`config.mk`:
```
export PLATFORM = sky130hd
export DESIGN_NAME = ps2_keyboard_seg
export DESIGN_NICKNAME = d
export VERILOG_FILES = /design/src/rtl/ps2_keyboard_seg.sv
export SDC_FILE = /design/constraint.sdc
export NUM_CORES = 1
export LEC_CHECK = 0
export CAP_MARGIN = 10
export CORE_UTILIZATION = 41
export DETAILED_ROUTE_END_ITERATION = 8
export HOLD_SLACK_MARGIN = 0.02
export PLACE_DENSITY = 0.67
export SLEW_MARGIN = 20
export SYNTH_ARGS = -nofsm -noshare
export SYNTH_HDL_FRONTEND = slang
export SYNTH_SLANG_ARGS = --single-unit
export TNS_END_PERCENT = 10
```
`constraint.sdc`:
```
create_clock -name clk -period 3.17 [get_ports clk]
set_input_delay 0.634 -clock clk [delete_from_list [all_inputs] [get_ports clk]]
set_output_delay 0.634 -clock clk [all_outputs]
set_load 0.1 [all_outputs]
```
`src/rtl/ps2_keyboard_seg.sv`:
```
// ---------------------------------------------------------------------------
// ps2_keyboard_seg
//
// PS/2 keyboard receiver. Frames are checked for start, stop and odd parity
// and then queued in an 8-entry scan-code FIFO. The oldest queued code is
// presented on `data` and decoded onto two hex seven-segment digits.
//
// Ports
//   clk         system clock, at least 10x the PS/2 clock
//   clrn        synchronous active-low reset
//   ps2_clk     raw PS/2 clock from the device (asynchronous)
//   ps2_data    raw PS/2 data from the device (asynchronous)
//   nextdata_n  active-low pop request, one entry per clock while low
//   data        scan code at the FIFO head (stale while empty)
//   ready       FIFO holds at least one entry
//   overflow    sticky: a valid frame was dropped because the FIFO was full
//   h1          active-low segments for data[3:0], bit0 = a ... bit6 = g
//   h2          active-low segments for data[7:4], same encoding
// ---------------------------------------------------------------------------
module ps2_keyboard_seg (
   input  logic       clk,
   input  logic       clrn,
   input  logic       ps2_clk,
   input  logic       ps2_data,
   input  logic       nextdata_n,
   output logic [7:0] data,
   output logic       ready,
   output logic       overflow,
   output logic [6:0] h1,
   output logic [6:0] h2
);

   localparam int DEPTH = 8;

   // ------------------------------------------------------------------
   // Input synchronisers. Bit 0 is the newest sample, bit 2 the oldest.
   // They reset to 1 because an idle PS/2 bus floats high.
   // ------------------------------------------------------------------
   logic [2:0] ps2_clk_sync_reg;
   logic [2:0] ps2_data_sync_reg;

   always_ff @(posedge clk) begin
      if (!clrn) begin
         ps2_clk_sync_reg  <= 3'b111;
         ps2_data_sync_reg <= 3'b111;
      end else begin
         ps2_clk_sync_reg  <= {ps2_clk_sync_reg[1:0], ps2_clk};
         ps2_data_sync_reg <= {ps2_data_sync_reg[1:0], ps2_data};
      end
   end

   logic ps2_fall;
   logic ps2_bit;

   // Falling edge: the older of the two oldest samples is 1, the newer 0.
   assign ps2_fall = ps2_clk_sync_reg[2] & ~ps2_clk_sync_reg[1];
   assign ps2_bit  = ps2_data_sync_reg[2];

   // ------------------------------------------------------------------
   // Frame assembly. The buffer shifts in from the top, so after ten
   // edges buffer[0] = start, buffer[8:1] = d7..d0, buffer[9] = parity.
   // The stop bit is never stored; it is the live sample on edge 11.
   // ------------------------------------------------------------------
   logic [3:0] bit_cnt_reg;
   logic [9:0] buffer_reg;
   logic       frame_done;
   logic       frame_valid;

   assign frame_done  = ps2_fall && (bit_cnt_reg == 4'd10);
   assign frame_valid = ~buffer_reg[0] & ps2_bit & (^buffer_reg[9:1]);

   always_ff @(posedge clk) begin
      if (!clrn) begin
         bit_cnt_reg <= 4'd0;
         buffer_reg  <= 10'd0;
      end else if (ps2_fall) begin
         if (bit_cnt_reg == 4'd10) begin
            bit_cnt_reg <= 4'd0;
         end else begin
            bit_cnt_reg <= bit_cnt_reg + 4'd1;
            buffer_reg  <= {ps2_bit, buffer_reg[9:1]};
         end
      end
   end

   // ------------------------------------------------------------------
   // FIFO control
   // ------------------------------------------------------------------
   logic [7:0] fifo_mem [DEPTH];
   logic [2:0] wr_ptr_reg;
   logic [2:0] rd_ptr_reg;
   logic [3:0] count_reg;
   logic [3:0] count_next;
   logic       ready_reg;
   logic       overflow_reg;

   logic push_req;
   logic pop;
   logic push;
   logic drop;

   assign push_req = frame_done & frame_valid;
   assign pop      = ~nextdata_n && (count_reg != 4'd0);
   // A same-cycle pop frees the slot the incoming frame needs. When full,
   // the write pointer equals the read pointer, so the new code lands in
   // exactly the slot being vacated.
   assign push     = push_req && ((count_reg != 4'd8) || pop);
   assign drop     = push_req && (count_reg == 4'd8) && !pop;

   always_comb begin
      count_next = count_reg;
      case ({push, pop})
         2'b10:   count_next = count_reg + 4'd1;
         2'b01:   count_next = count_reg - 4'd1;
         default: count_next = count_reg;
      endcase
   end

   always_ff @(posedge clk) begin
      if (!clrn) begin
         wr_ptr_reg   <= 3'd0;
         rd_ptr_reg   <= 3'd0;
         count_reg    <= 4'd0;
         ready_reg    <= 1'b0;
         overflow_reg <= 1'b0;
      end else begin
         if (push) wr_ptr_reg <= wr_ptr_reg + 3'd1;
         if (pop)  rd_ptr_reg <= rd_ptr_reg + 3'd1;
         count_reg <= count_next;
         // Registered from count_next so it always agrees with count_reg.
         ready_reg <= (count_next != 4'd0);
         if (drop) overflow_reg <= 1'b1;
      end
   end

   // Storage is cleared on reset, so it is kept in flops rather than RAM.
   always_ff @(posedge clk) begin
      if (!clrn) begin
         for (int i = 0; i < DEPTH; i++) begin
            fifo_mem[i] <= 8'h00;
         end
      end else if (push) begin
         fifo_mem[wr_ptr_reg] <= buffer_reg[8:1];
      end
   end

   assign data     = fifo_mem[rd_ptr_reg];
   assign ready    = ready_reg;
   assign overflow = overflow_reg;

   // ------------------------------------------------------------------
   // Seven-segment decode, active-low, pattern listed as g..a.
   // ------------------------------------------------------------------
   function automatic logic [6:0] hex_to_seg(input logic [3:0] nib);
      logic [6:0] seg;
      seg = 7'b1111111;
      case (nib)
         4'h0: seg = 7'b1000000;
         4'h1: seg = 7'b1111001;
         4'h2: seg = 7'b0100100;
         4'h3: seg = 7'b0110000;
         4'h4: seg = 7'b0011001;
         4'h5: seg = 7'b0010010;
         4'h6: seg = 7'b0000010;
         4'h7: seg = 7'b1111000;
         4'h8: seg = 7'b0000000;
         4'h9: seg = 7'b0010000;
         4'hA: seg = 7'b0001000;
         4'hB: seg = 7'b0000011;
         4'hC: seg = 7'b1000110;
         4'hD: seg = 7'b0100001;
         4'hE: seg = 7'b0000110;
         4'hF: seg = 7'b0001110;
         default: seg = 7'b1111111;
      endcase
      return seg;
   endfunction

   assign h1 = hex_to_seg(data[3:0]);
   assign h2 = hex_to_seg(data[7:4]);

endmodule

```
==> metrics.txt, run 1 <==
outcome finished, violations left; failing checks setup timing; syn_nets 426; Overflow after GRT 0; final worst-path cycle share 105%; I/O pin count 29; share of cells above drive strength 1 31.3%; vias post-DR 3194; total CTS buffers 9; Final ANT Viol Nets 0; PortBufs 28; post-route cell area 6470 um2; commonest cells after routing, fill and taps aside 70 x and2_1, 64 x edfxtp_1, 34 x buf_4; Placed Area 6000 um2; total global-route track usage 16.7%; Switching Share 40.4%; number of enable flip-flop cells after synthesis 64; global-route wire length before repair 16.2 mm; TritonCTS clock tree yes; Area Growth Syn to Fin 29.4%; die width 112 um; commonest non-fill, non-tap cell in the layout and2_1; largest net degree at the start of global routing 51; Comb pwr share 50.0%; Hold Buf Count CTS 0; register area 2630 um2; initial antenna violation count 0; number of global-route vias before repair 3173; clk_lat worst skew 0.34 ns; ant diodes 0; RSZ-0062 raised after global routing yes; post-synthesis cell count 404; synth top area cells edfxtp_1 38%, dfxtp_1 14%, and2_1 8.9%, mux4_2 8.1%, mux2i_1 5.0%; flip-flop count of the largest register after layout 64; CP Max Fanout 6; data required time of the critical path 2.54 ns; cell internal pwr 3.00 mW; drt initial violations 194; fin util 55.5%; NumNets Final 483; vias per cell 5.24; routability cong. 0.776; Worst setup EP type output port; Hold Crit Class reg -> reg; Pins Over Slew Limit 0; Main synth FF type edfxtp_1; worst setup margin -0.150 ns; area occupied by multi-input gates 2460 um2; pre-CTS setup slack 0.0551 ns; share of the synthesized area in the top cell type 38.4%; hpwl dp 7.02 mm; CP arrival 2.69 ns; Worst Tran Pin Value 0.570 ns; floorplan row count 39; power density over the cells 777 nW/um2; final setup fails 8; type of origin of the critical path register; H-tree levels 3; Flop pwr share 29.8%; CTS Sinks 99; Core ar. 11700 um2; Sw Pwr 2.03 mW; Crit Path Class reg -> out; height of the die 112 um; Die Footprint 12600 um2; Avg WL per Cell 16.3 um; clk_skew 0.00622 ns; minimum clock period 3.32 ns; Routed WL 9.96 mm; Post-Syn Area 5000 um2; fmax 301 MHz; top cell type by total area after synthesis edfxtp_1; Max IR drop VDD 0.000399 V; FF+latch count, synth 99; post-synthesis sequential area ratio 52.5%; DRT Pass-1 Iters 4; Final Hold Violating Endpoints 0; FFs w/ async S/R, synth 0%; Syn Area/Cell 12.4 um2; max-cap check violation count 0; CTS max path bufs 2; clock network power share 20.3%; Clock Tree Root clkbuf_16; Slew HR 61.9%; Initial Utilization 42.9%; synth warn 0; # fillers 946; DRC 0; distinct cell type count after synthesis 49; leakage power 2.40 nW; Clock transition at path regs 0.07 ns
path summary, 6_finish.rpt:
path | slack (ns) | start | end | depth (start not counted)
worst max-delay path | -0.15 | register | h1[3] | 7
worst min-delay path | 0.41 | ps2_data_sync_reg[1] | ps2_data_sync_reg[2] | 1
worst max register to register | 0.27 | buffer_reg[3] | ready | 11
worst min register to register | 0.41 | ps2_data_sync_reg[1] | ps2_data_sync_reg[2] | 1
synthesized netlist by cell type (all sizes together) (5+ instances only):
cell    instances
nand3           7
mux4           18
dfxtp          35
nor2           11
edfxtp         64
nor3            5
inv            18
buf             5
mux2i          27
nand2          13
and2           71
nor2b          17
ha             16
o21ai           8
nand2b         15
clkbuf         17
xnor2           7
a21oi           8
cell families (layout without fill, tap and decap cells):
kind of cell,after synthesis,after routing,share of synthesized area [%]
compound gates,36,36,4.70
xor+xnor,11,11,2.48
fa+ha+maj,17,17,4.40
buf+inv,40,102,3.05
flops,99,99,52.5
mux,48,48,14.6
simple gates,153,153,18.3
metal layers:
layer / track usage, % / share of wire, %
met5: 0 / 0
met4: 7.29 / 1.9
met3: 2.27 / 3.1
met2: 28.4 / 51
met1: 21.4 / 44
power groups by stage:
stage | combinational (mW) | clock [mW] | sequential (mW)
after floorplan | 1.66 | 0 | 1.51
after global placement | 2.34 | 0 | 1.51
after detailed placement | 2.37 | 0 | 1.51
after CTS | 2.49 | 1.04 | 1.50
after global routing | 2.62 | 1.09 | 1.50
final | 2.51 | 1.02 | 1.50
cell type report:
type                    instances  area share (%)
inverters                      18            1.22
clock buffers                   9            3.48
well taps                     143            2.76
repair buffers                 68            13.1
multi-input cells             265            38.0
clock inverters                 7           0.812
flip-flops and latches         99            40.6
what timing repair did:
action | CTS | global route
gates resized for setup | 22 | 12
setup endpoints to repair | 12 | 14
hold endpoints to repair | 0 | 0
cloned | 1 | 0
setup buffers | 6 | 0
pin swaps | 5 | 1
through the flow:
stage          total power, mW  setup TNS, ns  cells  hold WS [ns]
2_1_floorplan             3.17          -6.40    404         0.386
3_3_place_gp              3.85              0    586         0.396
3_5_place_dp              3.88              0    586         0.396
4_1_cts                   5.03         -0.995    609         0.411
5_1_grt                   5.22          -1.41    609         0.435
6_report                  5.03         -0.349    609         0.411
worst max-delay path, stage by stage (launching register included):
cell and delay (ns):
dfxtp_4 0.40, buf_12 0.14, mux4_2 0.54, mux2i_4 0.21
clkinvlp_4 0.15, ha_2 0.22, mux4_2 0.50, buf_12 0.19
(Power assumes the default switching activity.)
==> run 2, diff against run 1 <==
--- a/config.mk
+++ b/config.mk
@@ -9,2 +9,3 @@
 export CORE_UTILIZATION = 41
+export CTS_CLUSTER_SIZE = 30
 export DETAILED_ROUTE_END_ITERATION = 8
==> constraint.sdc (replaced) <==
create_clock -name clk -period 3.17 [get_ports clk]
set_input_delay 0.4755 -clock clk [delete_from_list [all_inputs] [get_ports clk]]
set_output_delay 0.4755 -clock clk [all_outputs]
set_load 0.1 [all_outputs]
==> run 2 against run 1 <==
Effect of this change:
- largest cell class unchanged
- the flow still finishes with violations (setup timing)
- worst hold slack better by 0.00061 ns
- total power rose by 1.5%
- wire length fell by 0.13%
- utilization is 0.14 points lower
- maximum frequency increased by 4.4%
==> metrics.txt, run 2 (same netlist as run 1, synthesis figures left out) <==
minimum clock period 3.18 ns (-0.140 ns); Crit Path Class reg -> out; capturing point of the worst reg2reg path ready; worst setup margin -0.00958 ns (+0.140 ns); hold depth 1 (unchanged); drt initial violations 160 (-18%); Hold Path Sink ps2_data_sync_reg[2]; hpwl dp 6.87 mm (-2.1%); number of global-route vias before repair 3207 (+1.1%); failing checks setup timing; hold wc startpoint ps2_data_sync_reg[1]; Hold Buf Count CTS 0 (unchanged); outcome finished, violations left; total CTS buffers 9 (unchanged); CTS max path bufs 2 (unchanged); Slew HR 35.6% (-26 points); vias per cell 5.25 (about the same); ant diodes 0 (unchanged); PortBufs 28 (unchanged); final worst-path cycle share 100% (-4.4 points); CP arrival 2.70 ns (about the same); Clock transition at path regs 0.07 ns (about the same); clk_lat worst skew 0.34 ns (about the same); height of the die 112 um (unchanged); Pins Over Slew Limit 0 (unchanged); RSZ-0062 raised after global routing yes; routability cong. 0.764 (-1.6%); Hold Crit Class reg -> reg; slowest stage delay, CP 0.54 ns (about the same); Area Growth Syn to Fin 29.1%; Worst Tran Pin Value 0.963 ns (+0.393 ns); Final Hold Violating Endpoints 0 (unchanged); leakage power 2.40 nW (-0.22%); commonest cells after routing, fill and taps aside 71 x and2_1, 64 x edfxtp_1, 35 x buf_4; largest net degree at the start of global routing 51 (unchanged); Final ANT Viol Nets 0 (unchanged); DRT Pass-1 Iters 4 (unchanged); Initial Utilization 42.9% (unchanged); total global-route track usage 16.7% (about the same); die width 112 um (unchanged); I/O pin count 29 (unchanged); share of cells above drive strength 1 29.5% (-1.8 points); NumNets Final 481 (-0.41%); clk_skew 0.00582 ns (-0.000403 ns); data required time of the critical path 2.69 ns (+0.15 ns); vias post-DR 3185 (-0.28%); type of origin of the critical path register; Die Footprint 12600 um2 (unchanged); Routed WL 9.94 mm (-0.13%); initial antenna violation count 0 (unchanged); Worst setup EP type output port; FF-to-FF path depth 11 (unchanged); Max IR drop VDD 0.000328 V (-18%); floorplan row count 39 (unchanged); Tot Pwr 5.10 mW (+1.5%); final setup fails 1 (-7); commonest non-fill, non-tap cell in the layout and2_1; CTS Sinks 99 (unchanged); TritonCTS clock tree yes; fmax 315 MHz (+4.4%); Avg WL per Cell 16.4 um (+0.20%); TNS Setup -0.00958 ns (+0.339 ns); power density over the cells 791 nW/um2 (+1.7%); max-cap check violation count 0 (unchanged); cells along the critical path buf_12, mux4_2, mux2i_4, clkinvlp_4, ha_4, mux4_2, buf_12; setup slack, reg-to-reg 0.28 ns (about the same); Clock Tree Root clkbuf_16; global-route wire length before repair 16.1 mm (-0.56%); DRC 0 (unchanged); CP Max Fanout 7 (+1); RR Startpoint buffer_reg[8]; Worst path slowest cell mux4_2; Core ar. 11700 um2 (unchanged); H-tree levels 3 (unchanged); Overflow after GRT 0 (unchanged); flip-flop count of the largest register after layout 64 (unchanged)
-- run 2: critical path, delay by kind of cell (launching register included) --
family                   cells  cell delay (ns)
multiplexers                 3             1.24
buffers and inverters        3             0.53
flip-flops                   1             0.40
adder cells (fa/ha/maj)      1             0.21
-- run 2: final cells by class --
cell class	count	area [um2]
fill	953	5210
sequential	99	2630
multi-input combinational	265	2440
timing repair buffer	66	823
clock buffer	9	225
tap	143	179
inverter	18	78.8
clock inverter	7	77.6
-- run 2: metrics by stage --
stage / cells / hold slack (ns) / cell area, um2 / utilization, % / setup slack [ns]
4_1_cts: 604 / 0.413 / 6390 / 54.8 / -0.0127
6_report: 607 / 0.412 / 6450 / 55.3 / -0.00958
3_5_place_dp: 581 / 0.397 / 5960 / 51.1 / 0.150
5_1_grt: 607 / 0.436 / 6450 / 55.3 / -0.0865
2_1_floorplan: 404 / 0.386 / 5170 / - / -0.493
3_3_place_gp: 581 / 0.394 / 5960 / 51.1 / 0.231
-- run 2: routing by layer --
| layer | share of wire (%) | GRT usage, % |
|---|---|---|
| met1 | 43 | 20.3 |
| met2 | 51 | 29.7 |
| met3 | 4.5 | 2.54 |
| met4 | 1.5 | 6.76 |
| met5 | 0 | 0 |
-- run 2: how the worst max path moves through the flow --
stage,start,endpoint,slack [ns],cells past startpoint
floorplan,register,h2[2],-0.49,7
global placement,buffer_reg[8],ready,0.23,11
detailed placement,buffer_reg[8],ready,0.15,11
CTS,register,h2[3],-0.01,7
global route,register,h2[3],-0.09,8
finish,register,h1[3],-0.01,7
-- run 2: where the power goes --
part	switching (mW)	leakage (nW)	internal [mW]
clock network	0.483	0.140	0.617
registers	0.0553	0.927	1.44
logic	1.49	1.33	1.02
total	2.03	2.40	3.08
-- run 2: timing repair --
action / CTS / global route
gates resized for setup: 13 / 12
setup buffers: 6 / 3
cloned: 1 / 0
setup endpoints to repair: 5 / 9
pin swaps: 1 / 1
==> run 3, diff against run 2 <==
- CELL_PAD_IN_SITES_DETAIL_PLACEMENT: unset -> 1
- CELL_PAD_IN_SITES_GLOBAL_PLACEMENT: unset -> 2
- CORE_UTILIZATION: 41 -> 37
- PLACE_DENSITY: 0.67 -> 0.81
==> run 3 against run 2 <==
Effect of this change:
- the flow still finishes with violations (setup timing)
- wire length rose by 12%
- total power is 0.20% lower
- non-clock buffer count unchanged
- worst hold slack better by 0.0064 ns
- cell area is 0.58% higher
- via count is 1.5% higher
- die area grew 11%
- combinational power is essentially flat
- sequential share of layout area down 0.27 points
- first-iteration DRC count fell by 31%
- critical path type unchanged
- largest power group unchanged
==> metrics.txt, run 3 (same netlist as run 1, synthesis figures left out) <==
max-cap check violation count 0 (unchanged); minimum clock period 3.17 ns (-0.00925 ns); final worst-path cycle share 100% (-0.29 points); floorplan row count 42 (+7.7%); Tot Pwr 5.09 mW (-0.20%); CTS Sinks 99 (unchanged); Clock transition at path regs 0.07 ns (about the same); NumNets Final 481 (unchanged); register area 2630 um2 (about the same); data required time of the critical path 2.69 ns (about the same); Max IR drop VDD 0.000305 V (-7.0%); outcome finished, violations left; pre-CTS setup slack 0.126 ns (-0.0241 ns); Cells after DPL 616 (+6.0%); Crit Path Class reg -> out; Routed WL 11.1 mm (+12%); Clock Tree Root clkbuf_16; DRT Pass-1 Iters 4 (unchanged); # fillers 1339 (+41%); drt initial violations 111 (-31%); hpwl dp 7.94 mm (+16%); Hold Crit Class reg -> reg; hold slack final 0.418 ns (+0.00636 ns); clk_skew 0.00630 ns (+0.000479 ns); hold depth 1 (unchanged); setup slack, reg-to-reg 0.22 ns (-0.06 ns); Area Growth Syn to Fin 29.9%; commonest non-fill, non-tap cell in the layout and2_1; total global-route track usage 17.0% (+0.26 points); type of origin of the critical path register; PortBufs 28 (unchanged); H-tree levels 3 (unchanged); power density over the cells 785 nW/um2 (-0.78%); area occupied by multi-input gates 2440 um2 (+0.15%); fin util 49.2% (-6.1 points); die width 118 um (+5.2%); Final ANT Viol Nets 0 (unchanged); number of global-route vias before repair 3471 (+8.2%); cells along the critical path buf_12, mux4_2, mux2i_4, clkinvlp_4, ha_2, mux4_2, buf_12; share of cells above drive strength 1 29.3% (-0.22 points); Initial Utilization 37.9% (-5.0 points); Worst Tran Pin Value 0.971 ns (+0.00797 ns); worst setup margin -0.000328 ns (+0.00925 ns); failing checks setup timing; global-route wire length before repair 18.1 mm (+12%); RSZ-0062 raised after global routing yes; vias per cell 5.05 (-3.7%); vias post-DR 3233 (+1.5%); Worst setup EP type output port; leakage power 2.40 nW (+0.29%); Hold Buf Count CTS 0 (unchanged); I/O pin count 29 (unchanged); Final Hold Violating Endpoints 0 (unchanged); commonest cells after routing, fill and taps aside 71 x and2_1, 64 x edfxtp_1, 34 x buf_4; TritonCTS clock tree yes; DRC 0 (unchanged); fmax 315 MHz (+0.29%); flip-flop count of the largest register after layout 64 (unchanged); final setup fails 1 (unchanged); slowest stage delay, CP 0.55 ns (about the same); largest net degree at the start of global routing 51 (unchanged); clk_lat worst skew 0.34 ns (about the same); CP Max Fanout 7 (unchanged); total CTS buffers 9 (unchanged); Die Footprint 14000 um2 (+11%); routability cong. 0.772 (+1.0%); Pins Over Slew Limit 0 (unchanged); Slew HR 35.1% (-0.53 points); final cell count without fillers 640 (+5.4%); CTS max path bufs 2 (unchanged); initial antenna violation count 0 (unchanged); CP arrival 2.69 ns (about the same); height of the die 118 um (+5.2%); Worst path slowest cell mux4_2; Overflow after GRT 0 (unchanged); ant diodes 0 (unchanged); Avg WL per Cell 17.4 um (+6.2%); Core ar. 13200 um2 (+13%); FF-to-FF path depth 11 (unchanged)
[run 3: path summary, 6_finish.rpt]
check	startpoint	endpoint
setup / recovery	register	h1[3]
hold / removal	ps2_data_sync_reg[1]	ps2_data_sync_reg[2]
setup reg to reg	buffer_reg[4]	ready
hold reg to reg	ps2_data_sync_reg[1]	ps2_data_sync_reg[2]
[run 3: final cells by class]
cell class | count | area share, %
inverters | 18 | 1.21
repair buffers | 66 | 12.7
clock inverters | 6 | 1.02
flip-flops and latches | 99 | 40.5
multi-input cells | 265 | 37.7
clock buffers | 10 | 3.53
well taps | 176 | 3.39
[run 3: per-stage QoR]
| stage | setup TNS (ns) | area, um2 |
|---|---|---|
| floorplan | -4.44 | 5170 |
| global placement | 0 | 6020 |
| detailed placement | 0 | 6020 |
| CTS | -0.0236 | 6460 |
| global route | -0.332 | 6490 |
| finish | -0.000328 | 6490 |
[run 3: timing repair]
action	4_1_cts	5_1_grt
resized for setup	17	7
buffers inserted	7	0
cloned	1	0
endpoints found under the setup margin	5	11
pin swaps	4	1
hold endpoints to repair	0	0
[run 3: critical path, delay by kind of cell (launching register included)]
family / cells / cell delay (ns)
mux: 3 / 1.26
buf+inv: 3 / 0.48
flops: 1 / 0.40
fa+ha+maj: 1 / 0.22
[run 3: report_power, final]
| part | total (mW) | internal (mW) | switching [mW] | leakage [nW] |
|---|---|---|---|---|
| clock | 1.08 | 0.614 | 0.471 | 0.146 |
| sequential | 1.50 | 1.44 | 0.0555 | 0.926 |
| combinational | 2.51 | 1.01 | 1.50 | 1.33 |
[run 3: layer usage]
metal | vias up | routed length [um] | track usage, % | part of all wire (%)
met2 | 58 | 6130 | 32.9 | 55
met5 | - | 0 | 0 | 0
li1 | 1555 | - | - | -
met3 | 11 | 280 | 1.88 | 2.5
met1 | 1609 | 4570 | 19.0 | 41
met4 | 0 | 149 | 5.77 | 1.3
